File: src/rtl/dm_wt_cache_if.sv
// CPU-side and memory-side bus of the direct-mapped write-through cache.
// "master" is the surrounding system (CPU plus memory); "slave" is the cache.
interface dm_wt_cache_if #(
  parameter int DATA_W = 16,
  parameter int ADDR_W = 16
);
  logic              cpu_req;
  logic              cpu_we;
  logic [ADDR_W-1:0] cpu_addr;
  logic [DATA_W-1:0] cpu_wdata;
  logic [DATA_W-1:0] cpu_rdata;
  logic              cpu_ready;
  logic              flush;
  logic              mem_req;
  logic              mem_we;
  logic [ADDR_W-1:0] mem_addr;
  logic [DATA_W-1:0] mem_wdata;
  logic [DATA_W-1:0] mem_rdata;
  logic              mem_ack;

  modport master (
    output cpu_req, cpu_we, cpu_addr, cpu_wdata, flush, mem_rdata, mem_ack,
    input  cpu_rdata, cpu_ready, mem_req, mem_we, mem_addr, mem_wdata
  );

  modport slave (
    input  cpu_req, cpu_we, cpu_addr, cpu_wdata, flush, mem_rdata, mem_ack,
    output cpu_rdata, cpu_ready, mem_req, mem_we, mem_addr, mem_wdata
  );
endinterface

File: src/rtl/dm_wt_cache.sv
// Direct-mapped, write-through, no-write-allocate data cache with flush.
// Optional hit/miss counters are enabled by defining DM_CACHE_STATS_EN.
module dm_wt_cache #(
  parameter int DATA_W   = 16,
  parameter int ADDR_W   = 16,
  parameter int INDEX_W  = 4,
  parameter int OFFSET_W = 2
) (
  input  logic              clk,
  input  logic              rst_n,
  dm_wt_cache_if.slave      bus
`ifdef DM_CACHE_STATS_EN
  ,
  output logic [15:0]       hit_cnt,
  output logic [15:0]       miss_cnt
`endif
);

  localparam int TAG_W = ADDR_W - INDEX_W - OFFSET_W;
  localparam int LINES = 1 << INDEX_W;

  localparam logic [1:0] S_IDLE  = 2'd0;
  localparam logic [1:0] S_FILL  = 2'd1;
  localparam logic [1:0] S_WRITE = 2'd2;

  logic [1:0]        state;
  logic [DATA_W-1:0] data_q [LINES];
  logic [TAG_W-1:0]  tag_q  [LINES];
  logic [LINES-1:0]  valid_q;
  logic [ADDR_W-1:0] addr_q;
  logic [DATA_W-1:0] wdata_q;
  logic              mem_req_q;
  logic              mem_we_q;

  logic [INDEX_W-1:0] cpu_idx;
  logic [TAG_W-1:0]   cpu_tag;
  logic [INDEX_W-1:0] fill_idx;
  logic [TAG_W-1:0]   fill_tag;
  logic               hit;
  logic               idle_go;
  logic               rd_hit;
  logic               rd_miss;
  logic               wr_go;
  logic               fill_done;
  logic               write_done;
  logic               unused_offset;

  assign cpu_idx  = bus.cpu_addr[OFFSET_W +: INDEX_W];
  assign cpu_tag  = bus.cpu_addr[ADDR_W-1 -: TAG_W];
  assign fill_idx = addr_q[OFFSET_W +: INDEX_W];
  assign fill_tag = addr_q[ADDR_W-1 -: TAG_W];
  assign unused_offset = ^bus.cpu_addr[OFFSET_W-1:0];

  assign hit        = valid_q[cpu_idx] && (tag_q[cpu_idx] == cpu_tag);
  // Flush wins over a simultaneous request; the request is served next cycle.
  assign idle_go    = (state == S_IDLE) && bus.cpu_req && !bus.flush;
  assign rd_hit     = idle_go && !bus.cpu_we && hit;
  assign rd_miss    = idle_go && !bus.cpu_we && !hit;
  assign wr_go      = idle_go && bus.cpu_we;
  assign fill_done  = (state == S_FILL)  && bus.mem_ack;
  assign write_done = (state == S_WRITE) && bus.mem_ack;

  // NOTE: sequential state uses non-blocking assignments so every flop samples
  // pre-edge values regardless of statement order.
  always_ff @(posedge clk) begin
    if (!rst_n) begin
      state     <= S_IDLE;
      mem_req_q <= 1'b0;
      mem_we_q  <= 1'b0;
      valid_q   <= '0;
    end else begin
      case (state)
        S_IDLE: begin
          if (bus.flush) begin
            valid_q <= '0;
          end else if (rd_miss) begin
            state     <= S_FILL;
            mem_req_q <= 1'b1;
            mem_we_q  <= 1'b0;
          end else if (wr_go) begin
            state     <= S_WRITE;
            mem_req_q <= 1'b1;
            mem_we_q  <= 1'b1;
          end
        end
        S_FILL: begin
          if (bus.mem_ack) begin
            valid_q[fill_idx] <= 1'b1;
            state             <= S_IDLE;
            mem_req_q         <= 1'b0;
          end
        end
        S_WRITE: begin
          if (bus.mem_ack) begin
            state     <= S_IDLE;
            mem_req_q <= 1'b0;
            mem_we_q  <= 1'b0;
          end
        end
        default: begin
          state     <= S_IDLE;
          mem_req_q <= 1'b0;
          mem_we_q  <= 1'b0;
        end
      endcase
    end
  end

  always_ff @(posedge clk) begin
    if (idle_go) begin
      addr_q  <= bus.cpu_addr;
      wdata_q <= bus.cpu_wdata;
    end
  end

  // NOTE: the line array has no reset (valid bits alone make stale contents
  // harmless); rst_n only gates writes so an abandoned fill never lands.
  always_ff @(posedge clk) begin
    if (rst_n) begin
      if (fill_done) begin
        data_q[fill_idx] <= bus.mem_rdata;
        tag_q[fill_idx]  <= fill_tag;
      end else if (wr_go && hit) begin
        data_q[cpu_idx] <= bus.cpu_wdata;
      end
    end
  end

  // NOTE: every always_comb output gets a default first so no latch is inferred.
  always_comb begin
    bus.cpu_ready = 1'b0;
    bus.cpu_rdata = data_q[cpu_idx];
    if (rd_hit || fill_done || write_done) bus.cpu_ready = 1'b1;
    if (state == S_FILL) bus.cpu_rdata = bus.mem_rdata;
  end

  assign bus.mem_req   = mem_req_q;
  assign bus.mem_we    = mem_we_q;
  assign bus.mem_addr  = addr_q;
  assign bus.mem_wdata = wdata_q;

`ifdef DM_CACHE_STATS_EN
  always_ff @(posedge clk) begin
    if (!rst_n) begin
      hit_cnt  <= '0;
      miss_cnt <= '0;
    end else begin
      if (rd_hit && hit_cnt != 16'hFFFF) hit_cnt <= hit_cnt + 16'd1;
      if (rd_miss && miss_cnt != 16'hFFFF) miss_cnt <= miss_cnt + 16'd1;
    end
  end
`endif

endmodule

File: src/flat_wrapper.sv
// flat-port wrapper written by rule: the top's interface ports become plain ports
module dm_wt_cache_flat 
#(
  parameter int DATA_W   = 16,
  parameter int ADDR_W   = 16,
  parameter int INDEX_W  = 4,
  parameter int OFFSET_W = 2
)
  (clk, rst_n, bus_cpu_req, bus_cpu_we, bus_cpu_addr, bus_cpu_wdata, bus_flush, bus_mem_rdata, bus_mem_ack, bus_cpu_rdata, bus_cpu_ready, bus_mem_req, bus_mem_we, bus_mem_addr, bus_mem_wdata);
  dm_wt_cache_if #(.DATA_W(DATA_W), .ADDR_W(ADDR_W)) bus_i ();
  input  logic clk;
  input  logic rst_n;
  input wire logic [$bits(bus_i.cpu_req)-1:0] bus_cpu_req;
  input wire logic [$bits(bus_i.cpu_we)-1:0] bus_cpu_we;
  input wire logic [$bits(bus_i.cpu_addr)-1:0] bus_cpu_addr;
  input wire logic [$bits(bus_i.cpu_wdata)-1:0] bus_cpu_wdata;
  input wire logic [$bits(bus_i.flush)-1:0] bus_flush;
  input wire logic [$bits(bus_i.mem_rdata)-1:0] bus_mem_rdata;
  input wire logic [$bits(bus_i.mem_ack)-1:0] bus_mem_ack;
  output wire logic [$bits(bus_i.cpu_rdata)-1:0] bus_cpu_rdata;
  output wire logic [$bits(bus_i.cpu_ready)-1:0] bus_cpu_ready;
  output wire logic [$bits(bus_i.mem_req)-1:0] bus_mem_req;
  output wire logic [$bits(bus_i.mem_we)-1:0] bus_mem_we;
  output wire logic [$bits(bus_i.mem_addr)-1:0] bus_mem_addr;
  output wire logic [$bits(bus_i.mem_wdata)-1:0] bus_mem_wdata;
  assign bus_i.cpu_req = bus_cpu_req;
  assign bus_i.cpu_we = bus_cpu_we;
  assign bus_i.cpu_addr = bus_cpu_addr;
  assign bus_i.cpu_wdata = bus_cpu_wdata;
  assign bus_i.flush = bus_flush;
  assign bus_i.mem_rdata = bus_mem_rdata;
  assign bus_i.mem_ack = bus_mem_ack;
  assign bus_cpu_rdata = bus_i.cpu_rdata;
  assign bus_cpu_ready = bus_i.cpu_ready;
  assign bus_mem_req = bus_i.mem_req;
  assign bus_mem_we = bus_i.mem_we;
  assign bus_mem_addr = bus_i.mem_addr;
  assign bus_mem_wdata = bus_i.mem_wdata;
  dm_wt_cache #(.DATA_W(DATA_W), .ADDR_W(ADDR_W), .INDEX_W(INDEX_W), .OFFSET_W(OFFSET_W)) u_core (.clk(clk), .rst_n(rst_n), .bus(bus_i));
endmodule
File: config.mk
export PLATFORM = sky130hd
export DESIGN_NAME = dm_wt_cache_flat
export DESIGN_NICKNAME = d
export VERILOG_FILES = /design/src/rtl/dm_wt_cache_if.sv /design/src/rtl/dm_wt_cache.sv /design/src/flat_wrapper.sv
export SDC_FILE = /design/constraint.sdc
export NUM_CORES = 1
export LEC_CHECK = 0
export ABC_AREA = 1
export ABC_CLOCK_PERIOD_IN_PS = 4600
export CAP_MARGIN = 20
export CORE_ASPECT_RATIO = 0.6
export CORE_UTILIZATION = 40
export CTS_BUF_LIST = sky130_fd_sc_hd__clkbuf_8 sky130_fd_sc_hd__clkbuf_16
export CTS_CLUSTER_DIAMETER = 100
export DETAILED_ROUTE_END_ITERATION = 10
export SLEW_MARGIN = 20
export SYNTH_ARGS = -nofsm -noshare
export SYNTH_HDL_FRONTEND = slang
export SYNTH_SLANG_ARGS = --single-unit
File: constraint.sdc
create_clock -name clk -period 4.6 [get_ports clk]
set_input_delay 1.38 -clock clk [delete_from_list [all_inputs] [get_ports clk]]
set_output_delay 1.38 -clock clk [all_outputs]
set_load 0.01 [all_outputs]
# Word level (Yosys, flattened, before mapping)

Memories as Yosys holds them, arrays and structs flattened.
Cells that the tools add are included.

Register bits after elaboration: 52
Memory bits (writable): 416
Input port bits: 54
Output and inout port bits: 51
Word-level logic and storage cells: 77
Memories kept: 2

Order comparisons: 3
Eq/ne operators: 9
Muxes and demuxes: 32
Bitwise logic cells: 2
Reduce and logical (&&, ||, !) cells: 23

Memory list:

| memory        | depth | bits a word | read ports | clocked after memory_dff | wr ports | RTL line          | RTL |
|---|---|---|---|---|---|---|---|
| u_core.data_q | 16    | 16          | 1          | 0                        | 1        | dm_wt_cache.sv:27 | `logic [DATA_W-1:0] data_q [LINES];` |
| u_core.tag_q  | 16    | 10          | 1          | 0                        | 1        | dm_wt_cache.sv:28 | `logic [TAG_W-1:0] tag_q [LINES];` |

Operators by type and width:

| cell                                                  | count |
|---|---|
| 2-to-1 mux 16 bit                                     | 4 |
| case mux 16 bit (2 select lines)                      | 1 |
| 2-to-1 mux 1 bit                                      | 17 |
| bitwise OR 16 bit                                     | 1 |
| OR reduction 16 bit                                   | 1 |
| logical AND 1 bit                                     | 11 |
| equality test 10 bit                                  | 1 |
| < comparator 4 x 5 -> 1 bit, second input constant    | 2 |
| 2-to-1 mux 2 bit                                      | 4 |
| inequality test 2 bit, second input constant          | 4 |
| AND reduction 3 bit                                   | 2 |
| binary-select mux 1 bit (select 4 bit)                | 1 |
| demux 1 bit (select 4 bit)                            | 1 |
| >= comparator 4 x 1 -> 1 bit, second input constant   | 1 |
| 2-to-1 mux 4 bit                                      | 1 |
| case mux 2 bit (2 select lines)                       | 1 |
| AND reduction 4 bit                                   | 1 |
| logical NOT 1 bit                                     | 3 |
| inequality test 3 x 1 -> 1 bit, second input constant | 1 |
| case mux 1 bit (3 select lines)                       | 1 |
| equality test 2 x 1 -> 1 bit, second input constant   | 1 |
| equality test 2 bit, second input constant            | 1 |
| logical NOT 2 bit                                     | 1 |
| logical OR 1 bit                                      | 2 |
| 5 further kinds                                       | 5 |

# Depth between registers and ports, before layout

Gate-level depths: netlist (run 1).

Depth after elaboration: 11
Depth in mapped cells: 19
Mapped depth without buffers: 18

# Worst setup path after synthesis (run 1)

Ideal clock, no wire load.

Path type: input to output
Start: input bus_cpu_addr[5]
End: output bus_cpu_ready
Arrival: 2.948 ns
Required time: 3.220 ns
Setup slack: 0.272 ns
Stages: 10
Buffers on the path: 2
Cell sequence: clkbuf_1 > clkbuf_1 > nand3_1 > nand2_1 > nand2_1 > nand2_1 > nand2_1 > nor2_4 > nand3_1 > o31ai_1

Word-level cells in the longest chain between the ends: 7
Elaborated cells between the ends (all ways): 9
Classes of those cells: eq/ne (1); mux (3); reduce/logical (4); memory (1)

RTL lines:

| element                                                                        | RTL line           | RTL |
|---|---|---|
| start: declaration                                                             | flat_wrapper.sv:15 | `input wire logic [$bits(bus_i.cpu_addr)-1:0] bus_cpu_addr;` |
| memory (16 x 10 bit) or binary-select mux 1 bit (select 4 bit) (tied branches) | --                 |  |
| equality test 10 bit or 2-to-1 mux 1 bit (tied branches)                       | dm_wt_cache.sv:54  | `assign hit = valid_q[cpu_idx] && (tag_q[cpu_idx] == cpu_tag);` |
| logical AND 1 bit (*)                                                          | dm_wt_cache.sv:54  |  |
| logical AND 1 bit (*)                                                          | dm_wt_cache.sv:57  | `assign rd_hit = idle_go && !bus.cpu_we && hit;` |
| logical OR 1 bit (*) (2 in series)                                             | dm_wt_cache.sv:133 | `if (rd_hit \|\| fill_done \|\| write_done) bus.cpu_ready = 1'b1;` |
| 2-to-1 mux 1 bit (*)                                                           | dm_wt_cache.sv:133 |  |
| end: declaration                                                               | flat_wrapper.sv:21 | `output wire logic [$bits(bus_i.cpu_ready)-1:0] bus_cpu_ready;` |

Every way passes the cells marked *; elsewhere a longest branch is shown, timed or not. The select of a mux whose other input is x is not followed.

# Worst setup path in the final report (run 1)

Start: input bus_cpu_addr[2]
End: output bus_cpu_ready

Same word-level chain as after synthesis.

==> impl_results.md, run 1 <==
* Hpwl dp at 34500 µm
* Initial DRC Count at 1563
* GR Util met1 at 35.0%
* Avg WL per Cell at 21.1 µm
* Critical Path Start: bus_cpu_addr[2]
* Violated checks: setup timing
* Hold path cells at 2
* Avg Synthesized Cell Area at between 10 and 15 µm²
* Worst setup SP type: input port
* Top Usage Layer GRT: met1
* Vias at 13.8k
* R2R Path End: u_core.data_q[11][5]
* Min-delay worst type: flop to flop
* Vias/cell at 5.34
* RR Startpoint: u_core.tag_q[10][1]
* Gr ovfl total at 0
* Global-route wire length before repair at 82500 µm
* Pwr/cell area at 379 nW/µm²
* Register Area at 13900 µm²
* Initial Util at 40.6%
* Clock transition at the registers of the reported paths at 60 ps
* Setup TNS at -135 ps
* Synth unique cells at 27
* Synth Instances at roughly 1.7k
* Final nets at roughly 2.0k
* Row Count at 62
* Die outline height at ~170 µm
* Total GRT Usage at a little over a fifth
* Vias in the first global route at 13.0k
* Clock sink count at 468
* Critical path required time at approximately 3200 ps
* Fraction of registers with async set/reset at 0%
* M2 GR Usage at a little under a third
* Antenna violations before repair at 0
* # DRC at 0
* Main synth FF type: edfxtp_1
* Die area at 49600 µm²
* Final WS setup at -135 ps
* Register area share after synthesis at 71.2%
* Outcome: complete, but fails checks
* Most area-consuming cells after synthesis: edfxtp_1 (69%), nand2_1 (5.7%), nor2_1 (4.5%), o21ai_0 (3.9%), nand3_1 (3.8%)
* Hold Startpoint: u_core.valid_q[3]
* CP Max Fanout at 13
* Clock Tree Buf Depth at 3
* Crit path kind: input port to primary output
* Quantity of I/O buffers inserted on ports at 104
* Routed Antenna Nets at 0
* Root buf cell: clkbuf_16
* Nature of the critical path endpoint: primary output
* Hold EP: u_core.valid_q[3]
* DIE WIDTH at roughly 290 µm
* IO Pins at 105
* Worst EP arrival at 3360 ps
* ANT cells at 0
* Clk Latency, worst-skew pair at 560 ps
* Fmax at 211 MHz
* Area of the multi-input gates at 4850 µm²
* Core Area at roughly 48000 µm²
* Share of layout cells above drive strength 1 at 13.8%
* Leakage dissipation at 8.90 nW
* Synthesis-stage register bit count at 468
* Worst-margin pin slew at 990 ps
* Routed wire length at 54400 µm
* Max cap viols at 0
* Area growth, synth to finish at 24.1%
* Worst Clk Skew at about 22 ps
* Peak supply drop at 0.269 mV
* RSZ-0062 raised after global routing: true
* Number of flops mapped to enable cells by yosys at 448
* # fillers at 4159
* Setup violations, final at 1
* Hold_ws at about 450 ps
* Synth warnings at 0
* Num CTS Buffers at 45
* H-tree depth at 2
* RePlAce Congestion at 0.872
* Cells on worst reg2reg path at 14
* Final Slew Violations at 0
* Cell taking the most area after synthesis: edfxtp_1
* Drt pass-1 iters at 5
* Grt met3 use at under 10%
* Slew margin rel. at 33.6%
* Post-synth top area share at 69.1%
* Top cells by count, synth: edfxtp_1 (448), nand2_1 (293), nor2_1 (233)
* Synth Net Count at 1760
* CTS tree: done
* R2R Setup Slk at 1560 ps
* Synthesized cell area at 19500 µm²
* Most frequent cell after synthesis: edfxtp_1
* Post-route minimum period at 4740 ps
* Total power after layout at 9.15 mW
* Largest net degree at the start of global routing at 43
* Period utilisation layout at 103%
* Hold Violations, Final at 0
## registers in the layout, summed over array words and instances (netlist names)
name / cells
u_core.state: 2
u_core.bus.mem_wdata: 16
u_core.bus.mem_we: 1
u_core.tag_q: 160
u_core.data_q: 256
u_core.valid_q: 16
u_core.bus.mem_req: 1
u_core.bus.mem_addr: 16
## per-stage QoR
step / util, % / cells / instance area, µm² / setup slack, ps
3_5_place_dp: 46.7 / 2498 / 22400 / -716
3_3_place_gp: 46.7 / 2498 / 22400 / -655
2_1_floorplan: - / 1703 / 19500 / 272
6_report: 50.4 / 2586 / 24200 / -135
5_1_grt: 50.4 / 2586 / 24200 / -219
4_1_cts: 50.2 / 2583 / 24100 / -228
## area by class of cell
class	count	area share [%]
flip-flops and latches	468	57.4
repair buffers	259	11.4
well taps	640	3.32
multi-input cells	1001	20.1
inverters	138	2.26
clock inverters	32	0.704
clock buffers	48	4.93
## worst max-delay path, stage by stage
cell       delay [ps]
buf_12            130
buf_12            150
bufbuf_16         290
nor2_1            110
nor2_1             40
o21ai_0           100
nand3_1           100
nand3_1           100
nand2_1            60
nand2_1            50
nand2_1           100
nor2_4            200
nand3_4           150
o31ai_4           200
buf_2             170
## logic make-up after synthesis
group | count (synthesis) | synth area share, %
adders and majority gates | 3 | 0.193
buffers and inverters | 234 | 4.79
AOI/OAI and AO/OA | 289 | 8.69
and+or+nand+nor | 709 | 15.1
DFF | 468 | 71.2
## how the worst max path moves through the flow
stage / to / slack (ps) / cells past startpoint
floorplan: bus_cpu_ready / 270 / 10
global placement: bus_cpu_ready / -660 / 16
detailed placement: bus_cpu_ready / -720 / 16
CTS: bus_cpu_rdata[6] / -230 / 9
global route: bus_cpu_ready / -220 / 16
finish: bus_cpu_ready / -140 / 15
## per-layer routing
metal / wire [µm] / vias up
li1: - / 6451
met1: 26000 / 6758
met2: 23000 / 531
met3: 4280 / 77
met4: 1150 / 0
met5: 0 / -
## layout by cell type, fill, tap and decap left out, types with 11 or more instances in the layout
master / synthesis / final
nor2_2: 0 / 18
nand4_1: 14 / 14
clkdlybuf4s50_1: 0 / 84
nor2_1: 233 / 215
o21ai_0: 153 / 153
o22ai_1: 19 / 18
dfxtp_1: 20 / 20
o221ai_1: 46 / 46
nand3_1: 148 / 145
buf_4: 9 / 108
a21oi_1: 20 / 20
a31oi_1: 21 / 18
nand2_1: 293 / 293
o21ai_1: 21 / 20
edfxtp_1: 448 / 448
buf_12: 0 / 30
inv_1: 132 / 149
clkbuf_16: 0 / 48
nor3_2: 0 / 11
## what timing repair did
| action | in CTS | in global routing |
|---|---|---|
| endpoints found under the hold margin | 0 | 0 |
| buffers inserted | 2 | 2 |
| pin swaps | 8 | 10 |
| endpoints found under the setup margin | 17 | 15 |
| hold buffers | 0 | 0 |
| gates resized for setup | 62 | 29 |
| cloned | 3 | 1 |
## power by group
group | internal (mW) | total (mW) | leakage, nW | switching, mW
clock | 1.91 | 3.46 | 0.731 | 1.55
combinational | 0.362 | 0.914 | 3.97 | 0.552
sequential | 4.72 | 4.77 | 4.20 | 0.0460
Note: power is estimated with default switching activity, not from simulation.
==> run 2, diff against run 1 <==
--- a/config.mk
+++ b/config.mk
@@ -13,6 +13,7 @@
 export CTS_BUF_LIST = sky130_fd_sc_hd__clkbuf_8 sky130_fd_sc_hd__clkbuf_16
 export CTS_CLUSTER_DIAMETER = 100
 export DETAILED_ROUTE_END_ITERATION = 10
+export GPL_TIMING_DRIVEN = 0
 export SLEW_MARGIN = 20
 export SYNTH_ARGS = -nofsm -noshare
 export SYNTH_HDL_FRONTEND = slang
==> run 2 against run 1 <==
  * The run still ends with setup timing left
  * Register-to-register slack got worse by 740 ps
  * Via count rose by 5.6%
  * Non-clock buffer count fell by 2
  * Hold slack barely moved
  * Sequential power barely moved
  * Clock skew rose by 9.9 ps
  * Die area did not move
  * Worst setup slack improved by 80 ps
  * Clock power rose by 3%
  * Largest cell class unchanged
==> impl_results.md, run 2 (synthesis results as in run 1) <==
* Share of layout cells above drive strength 1 at a little under a fifth
* Clk Latency, worst-skew pair at around 590 ps
* DIE WIDTH at 287 µm
* Vias in the first global route at 13.4k
* Final WS setup at -55.1 ps
* Initial Util at about two fifths
* Clock sink count at 468
* RSZ-0062 raised after global routing: true
* Cells on worst reg2reg path at 11
* Highest cell delay on the worst timing path at 190 ps
* CP max stage cell: o31ai_4
* Commonest non-fill, non-tap cell in the layout: edfxtp_1
* Total GRT Usage at 25.5%
* Global-route wire length before repair at between 90000 and 100000 µm
* Worst Clk Skew at 31.8 ps
* Final Slew Violations at 0
* IO Pins at 105
* # DRC at 0
* Hold_ws at 454 ps
* RePlAce Congestion at approximately 0.94
* Clock Tree Buf Depth at 3
* Most frequent cells in the layout: edfxtp_1 (448), nand2_1 (291), nor2_1 (212)
* Biggest regs: u_core.data_q x256, u_core.tag_q x160
* Num CTS Buffers at 44
* Nature of the critical path endpoint: primary output
* Leakage dissipation at 8.91 nW
* Largest net degree at the start of global routing at 20
* Routed wire length at approximately 64000 µm
* Most flops, register: u_core.data_q
* Period utilisation layout at 101%
* H-tree depth at 2
* Max reg flops at 256
* Critical-path cell list: buf_6 -> buf_12 -> buf_8 -> nand2_1 -> nand3_1 -> nand3_1 -> nand3_1 -> nand2_1 -> a21oi_1 -> nand2_1 -> nor2_2 -> nand3_4 -> o31ai_4 -> buf_2
* Worst EP arrival at 3280 ps
* Avg WL per Cell at 24.8 µm
* Crit path kind: input port to primary output
* Setup WS pre-CTS at -2230 ps
* Slew margin rel. at 33.8%
* R2R Setup Slk at between 800 and 900 ps
* Final nets at 1967
* Fmax at 215 MHz
* Gr ovfl total at 0
* R2R Path End: u_core.data_q[2][9]
* Antenna violations before repair at 3
* Quantity of I/O buffers inserted on ports at 104
* Drt pass-1 iters at 5
* Hold Startpoint: u_core.bus.mem_req
* Initial DRC Count at approximately 1.9k
* Setup violations, final at 2
* DP Cell Count at 2492
* Hold EP: u_core.bus.mem_req
* Row Count at between 60 and 70
* Die outline height at 173 µm
* Outcome: complete, but fails checks
* Placed Instance Area at 22000 µm²
* Area growth, synth to finish at 26.3%
* Die area at 49600 µm²
* CTS tree: done
* Total power after layout at 9.38 mW
* Pwr/cell area at 382 nW/µm²
* Post-route minimum period at ~4700 ps
* Post-route insts no fill at 2583
* Core Area at 47900 µm²
* Setup TNS at -87.8 ps
* Peak supply drop at approximately 0.26 mV
* Hold Violations, Final at 0
* Max cap viols at 0
* Fin area at 24600 µm²
* Min-delay worst type: flop to flop
* Clock transition at the registers of the reported paths at 60 ps
* CP Max Fanout at 10
* RR Startpoint: u_core.state[1]
* Critical path required time at 3220 ps
* Hpwl dp at 45300 µm
* Final Core Density at 51.3%
* Vias/cell at 5.65
* Routed Antenna Nets at 0
* Vias at 14.6k
* Violated checks: setup timing
* Worst-margin pin slew at ~990 ps
* Root buf cell: clkbuf_16
* Hold path cells at 2
* Worst setup SP type: input port
[run 2: what timing repair did]
action	CTS	global route
buffers inserted	12	1
gates resized for setup	332	67
hold buffers	0	0
pin swaps	29	41
hold endpoints to repair	0	0
setup endpoints to repair	480	17
[run 2: critical path, delay by kind of cell]
family	cells	cell delay, ps
AOI/OAI and AO/OA	2	320
buffers and inverters	4	610
and+or+nand+nor	8	940
[run 2: final cells by class]
class                           instances  area, µm²
Antenna cell                            1       2.50
Inverter                              138        538
Buffer                                 95       1050
Fill cell                            4137      23400
Multi-Input combinational cell       1001       5330
Clock inverter                         28        189
Timing Repair Buffer                  162       1610
Tap cell                              640        801
Sequential cell                       468      13900
Clock buffer                           50       1210
[run 2: worst max-delay path by stage]
stage,startpoint,to,slack (ps)
2_1_floorplan,bus_cpu_addr[5],bus_cpu_ready,270
3_3_place_gp,bus_cpu_addr[3],u_core.data_q[8][4],-2390
3_5_place_dp,bus_cpu_addr[3],bus_cpu_rdata[10],-2230
4_1_cts,bus_cpu_addr[3],bus_cpu_ready,-7
5_1_grt,bus_cpu_addr[2],bus_cpu_ready,-160
6_report,bus_cpu_addr[2],bus_cpu_ready,-60
[run 2: power by group]
group	switching, mW	internal (mW)	total [mW]
Combinational	0.652	0.365	1.02
Clock	1.60	1.98	3.58
Sequential	0.0550	4.72	4.78
[run 2: routing by layer]
layer | part of all wire [%] | vias to the layer above | global-route usage, %
met5 | 0.020 | - | 0
met3 | 14 | 91 | 7.84
met2 | 39 | 871 | 33.3
met4 | 1.4 | 2 | 4.85
met1 | 45 | 7177 | 41.1
li1 | - | 6448 | -
==> run 3, diff against run 2 <==
--- a/config.mk
+++ b/config.mk
@@ -5,7 +5,6 @@
 export SDC_FILE = /design/constraint.sdc
 export NUM_CORES = 1
 export LEC_CHECK = 0
-export ABC_AREA = 1
 export ABC_CLOCK_PERIOD_IN_PS = 4600
 export CAP_MARGIN = 20
 export CORE_ASPECT_RATIO = 0.6
==> run 3 against run 2 <==
  * The run still ends with setup timing left
  * Largest power group unchanged
  * Routed wire length is 25% lower
  * Core utilization is 0.24 points higher
  * Clock-buffer cell count is 2 lower
  * First-iteration DRC count is 35% lower
  * Synthesized cell count is 44% lower
  * Global-route usage is 5.3 points lower
  * Cell count is 30% lower
  * Die area is 3.8% lower
  * Worst setup slack worse by 450 ps
  * Via count is 31% lower
  * Sequential power is 1% lower
==> impl_results.md, run 3 <==
* Gr ovfl total at 0
* Pwr/cell area at approximately 390 nW/µm²
* RR Startpoint: u_core.tag_q[2][5]
* Crit path kind: input port to primary output
* Cells on worst reg2reg path at 10
* Area growth, synth to finish at 25.2%
* Hold Startpoint: u_core.valid_q[8]
* Total GRT Usage at 20.3%
* Vias at about 10k
* Synthesis-stage register bit count at 468
* Synth Instances at 946
* NetSw at 1.97 mW
* Core Area at 45500 µm²
* RePlAce Congestion at 0.842
* Clk Latency, worst-skew pair at 580 ps
* Clock Tree Buf Depth at 3
* Highest cell delay on the worst timing path at 490 ps
* Hold EP: u_core.valid_q[8]
* Num CTS Buffers at 45
* Hold path cells at 2
* Register area share after synthesis at 74.0%
* Fraction of registers with async set/reset at 0%
* Avg Synthesized Cell Area at 19.8 µm²
* Outcome: complete, but fails checks
* Violated checks: setup timing
* H-tree depth at 2
* Min-delay worst type: flop to flop
* Worst Clk Skew at 37.7 ps
* RSZ-0062 raised after global routing: true
* Number of flops mapped to enable cells by yosys at 448
* Most frequent cell after synthesis: edfxtp_1
* Biggest regs: u_core.data_q x256, u_core.tag_q x160
* Top cells by count, synth: edfxtp_1 (448), mux4_2 (103), nor2_1 (56)
* DP Cell Count at 1686
* Main synth FF type: edfxtp_1
* Total power after layout at 9.12 mW
* Comb pwr share at roughly 8%
* Die area at approximately 48000 µm²
* Clock sink count at between 400 and 500
* Root buf cell: clkbuf_16
* Worst-margin pin slew at just over 1000 ps
* Drt pass-1 iters at 5
* Initial Util at roughly two fifths
* Post-synth top area share at 71.9%
* Quantity of I/O buffers inserted on ports at roughly 100
* Max cap viols at 0
* Final Slew Violations at 0
* Largest net degree at the start of global routing at 21
* Post-route insts no fill at 1807
* Final nets at 1208
* Global-route wire length before repair at 68600 µm
* Synth Net Count at ~1k
* Critical-path cell list: buf_12 -> buf_12 -> buf_16 -> buf_6 -> buf_4 -> buf_4 -> mux4_2 -> xor2_1 -> o211ai_1 -> nand2_1 -> nand4_1 -> buf_6 -> o31ai_4 -> buf_2
* Switching share of power at 21.6%
* Int Power at 7.15 mW
* IO Pins at 105
* Fmax at just under 200 MHz
* Most area-consuming cells after synthesis: edfxtp_1 (72%), mux4_2 (12%), mux2_2 (2.6%), dfxtp_1 (2.1%), mux2i_1 (1.3%)
* Hold Violations, Final at 0
* Post-route minimum period at 5100 ps
* Vias in the first global route at 9843
* Leakage dissipation at between 7 and 8 nW
* Sequential power share at 51.7%
* Clock Power Share at 40.4%
* Initial DRC Count at about 1.2k
* Avg WL per Cell at 26.6 µm
* Cell taking the most area after synthesis: edfxtp_1
* # fillers at 3602
* Routed Antenna Nets at 0
* Crit path max-delay family: buffers and inverters
* CP max stage cell: mux4_2
* # DRC at 0
* Max reg flops at 256
* Synthesized cell area at 18700 µm²
* R2R Setup Slk at about 990 ps
* Hpwl dp at ~32000 µm
* Slew margin rel. at 31.1%
* ANT cells at 0
* Row Count at 60
* Synth warnings at 0
* Critical path required time at 3220 ps
* Worst setup SP type: input port
* CP Max Fanout at 6
* Period utilisation layout at 111%
* Share of layout cells above drive strength 1 at between 30% and 40%
* Vias/cell at 5.57
* R2R Path End: u_core.data_q[6][2]
* Setup WS pre-CTS at -2220 ps
* Clock transition at the registers of the reported paths at 60 ps
* CTS tree: done
* Routed wire length at approximately 48000 µm
* Most flops, register: u_core.data_q
* Commonest non-fill, non-tap cell in the layout: edfxtp_1
* Most frequent cells in the layout: edfxtp_1 (448), mux4_2 (103), clkdlybuf4s50_1 (83)
* Die outline height at 170 µm
* Final WS setup at -505 ps
* DIE WIDTH at 281 µm
* Synth unique cells at 53
* Antenna violations before repair at 0
* Setup violations, final at 17
* Peak supply drop at 0.298 mV
* Worst EP arrival at roughly 3700 ps
* CP Buf/Inv Count at 8
* Nature of the critical path endpoint: primary output
[run 3: changes by cell type in the layout (fill, tap and decap cells not counted), sizes merged, moves of 14 or more]
cell,previous run,this run
mux4,0,103
mux2i,0,24
nor2,235,57
a21o,0,15
nand3,149,6
nand2,293,26
inv,147,18
a31oi,21,7
o221ai,46,2
o21ai,174,9
mux2,0,59
clkbuf,113,65
[run 3: per-layer routing]
| metal | vias up | track usage (%) | share of wire, % |
|---|---|---|---|
| met5 | - | 0 | 0 |
| met4 | 0 | 4.37 | 1.3 |
| met3 | 48 | 4.16 | 7.9 |
| met2 | 438 | 27.8 | 42 |
| met1 | 5297 | 32.7 | 49 |
| li1 | 4281 | - | - |
[run 3: cell families (layout without fill, tap and decap cells)]
group                      after synthesis  count (layout)  synth area share [%]
adders and majority gates                3               3                 0.201
DFF                                    468             468                  74.0
buffers and inverters                   55             296                  1.49
and+or+nand+nor                        135             135                  3.40
AOI/OAI and AO/OA                       90              90                  3.24
xor gates and xnor gates                 9               9                 0.421
muxes                                  186             186                  17.2
[run 3: worst max path at each step]
stage,start,endpoint,cells after the start
after floorplan,bus_cpu_addr[3],u_core.data_q[13][0],9
after global placement,bus_cpu_addr[4],u_core.data_q[6][2],12
after CTS,bus_cpu_addr[3],bus_cpu_ready,10
after global routing,bus_cpu_addr[2],bus_cpu_ready,15
after detailed placement,bus_cpu_addr[4],bus_cpu_rdata[13],9
final,bus_cpu_addr[2],bus_cpu_ready,14
[run 3: metrics by stage]
stage                     utilization (%)  TNS, ps  cell area [µm²]  hold WS (ps)
after floorplan                         -   -17340            18800           429
after global placement               45.4  -742190            20600           445
after detailed placement             46.0  -700000            20900           457
after CTS                            51.0    -7500            23200           473
after global routing                 51.5    -8520            23400           496
final                                51.5    -7460            23400           477
[run 3: repair_timing]
item / 4_1_cts / 5_1_grt
pin swaps: 7 / 11
endpoints found under the setup margin: 529 / 122
gates cloned: 4 / 1
resized for setup: 217 / 43
setup buffers: 31 / 8
hold buffers: 0 / 0
[run 3: power by group through the flow]
stage / logic, mW / clock network, mW / registers, mW
after floorplan: 0.335 / 0 / 4.80
after global placement: 0.590 / 0 / 4.81
after detailed placement: 0.604 / 0 / 4.81
after CTS: 0.697 / 3.73 / 4.72
after global routing: 0.766 / 3.89 / 4.72
final: 0.726 / 3.68 / 4.72
[run 3: final cells by class]
| type | instances | area (µm²) | area share, % |
|---|---|---|---|
| flip-flops and latches | 468 | 13900 | 59.1 |
| multi-input cells | 423 | 4910 | 21.0 |
| repair buffers | 162 | 1710 | 7.29 |
| clock buffers | 48 | 1190 | 5.08 |
| well taps | 620 | 776 | 3.31 |
| plain buffers | 44 | 683 | 2.92 |
| clock inverters | 35 | 277 | 1.18 |
| inverters | 7 | 27.5 | 0.118 |
[run 3: tightest hold or removal path: stages, from the launching register on]
cell     delay (ps)
dfxtp_1         320
a21oi_1          40
nor2_1           80
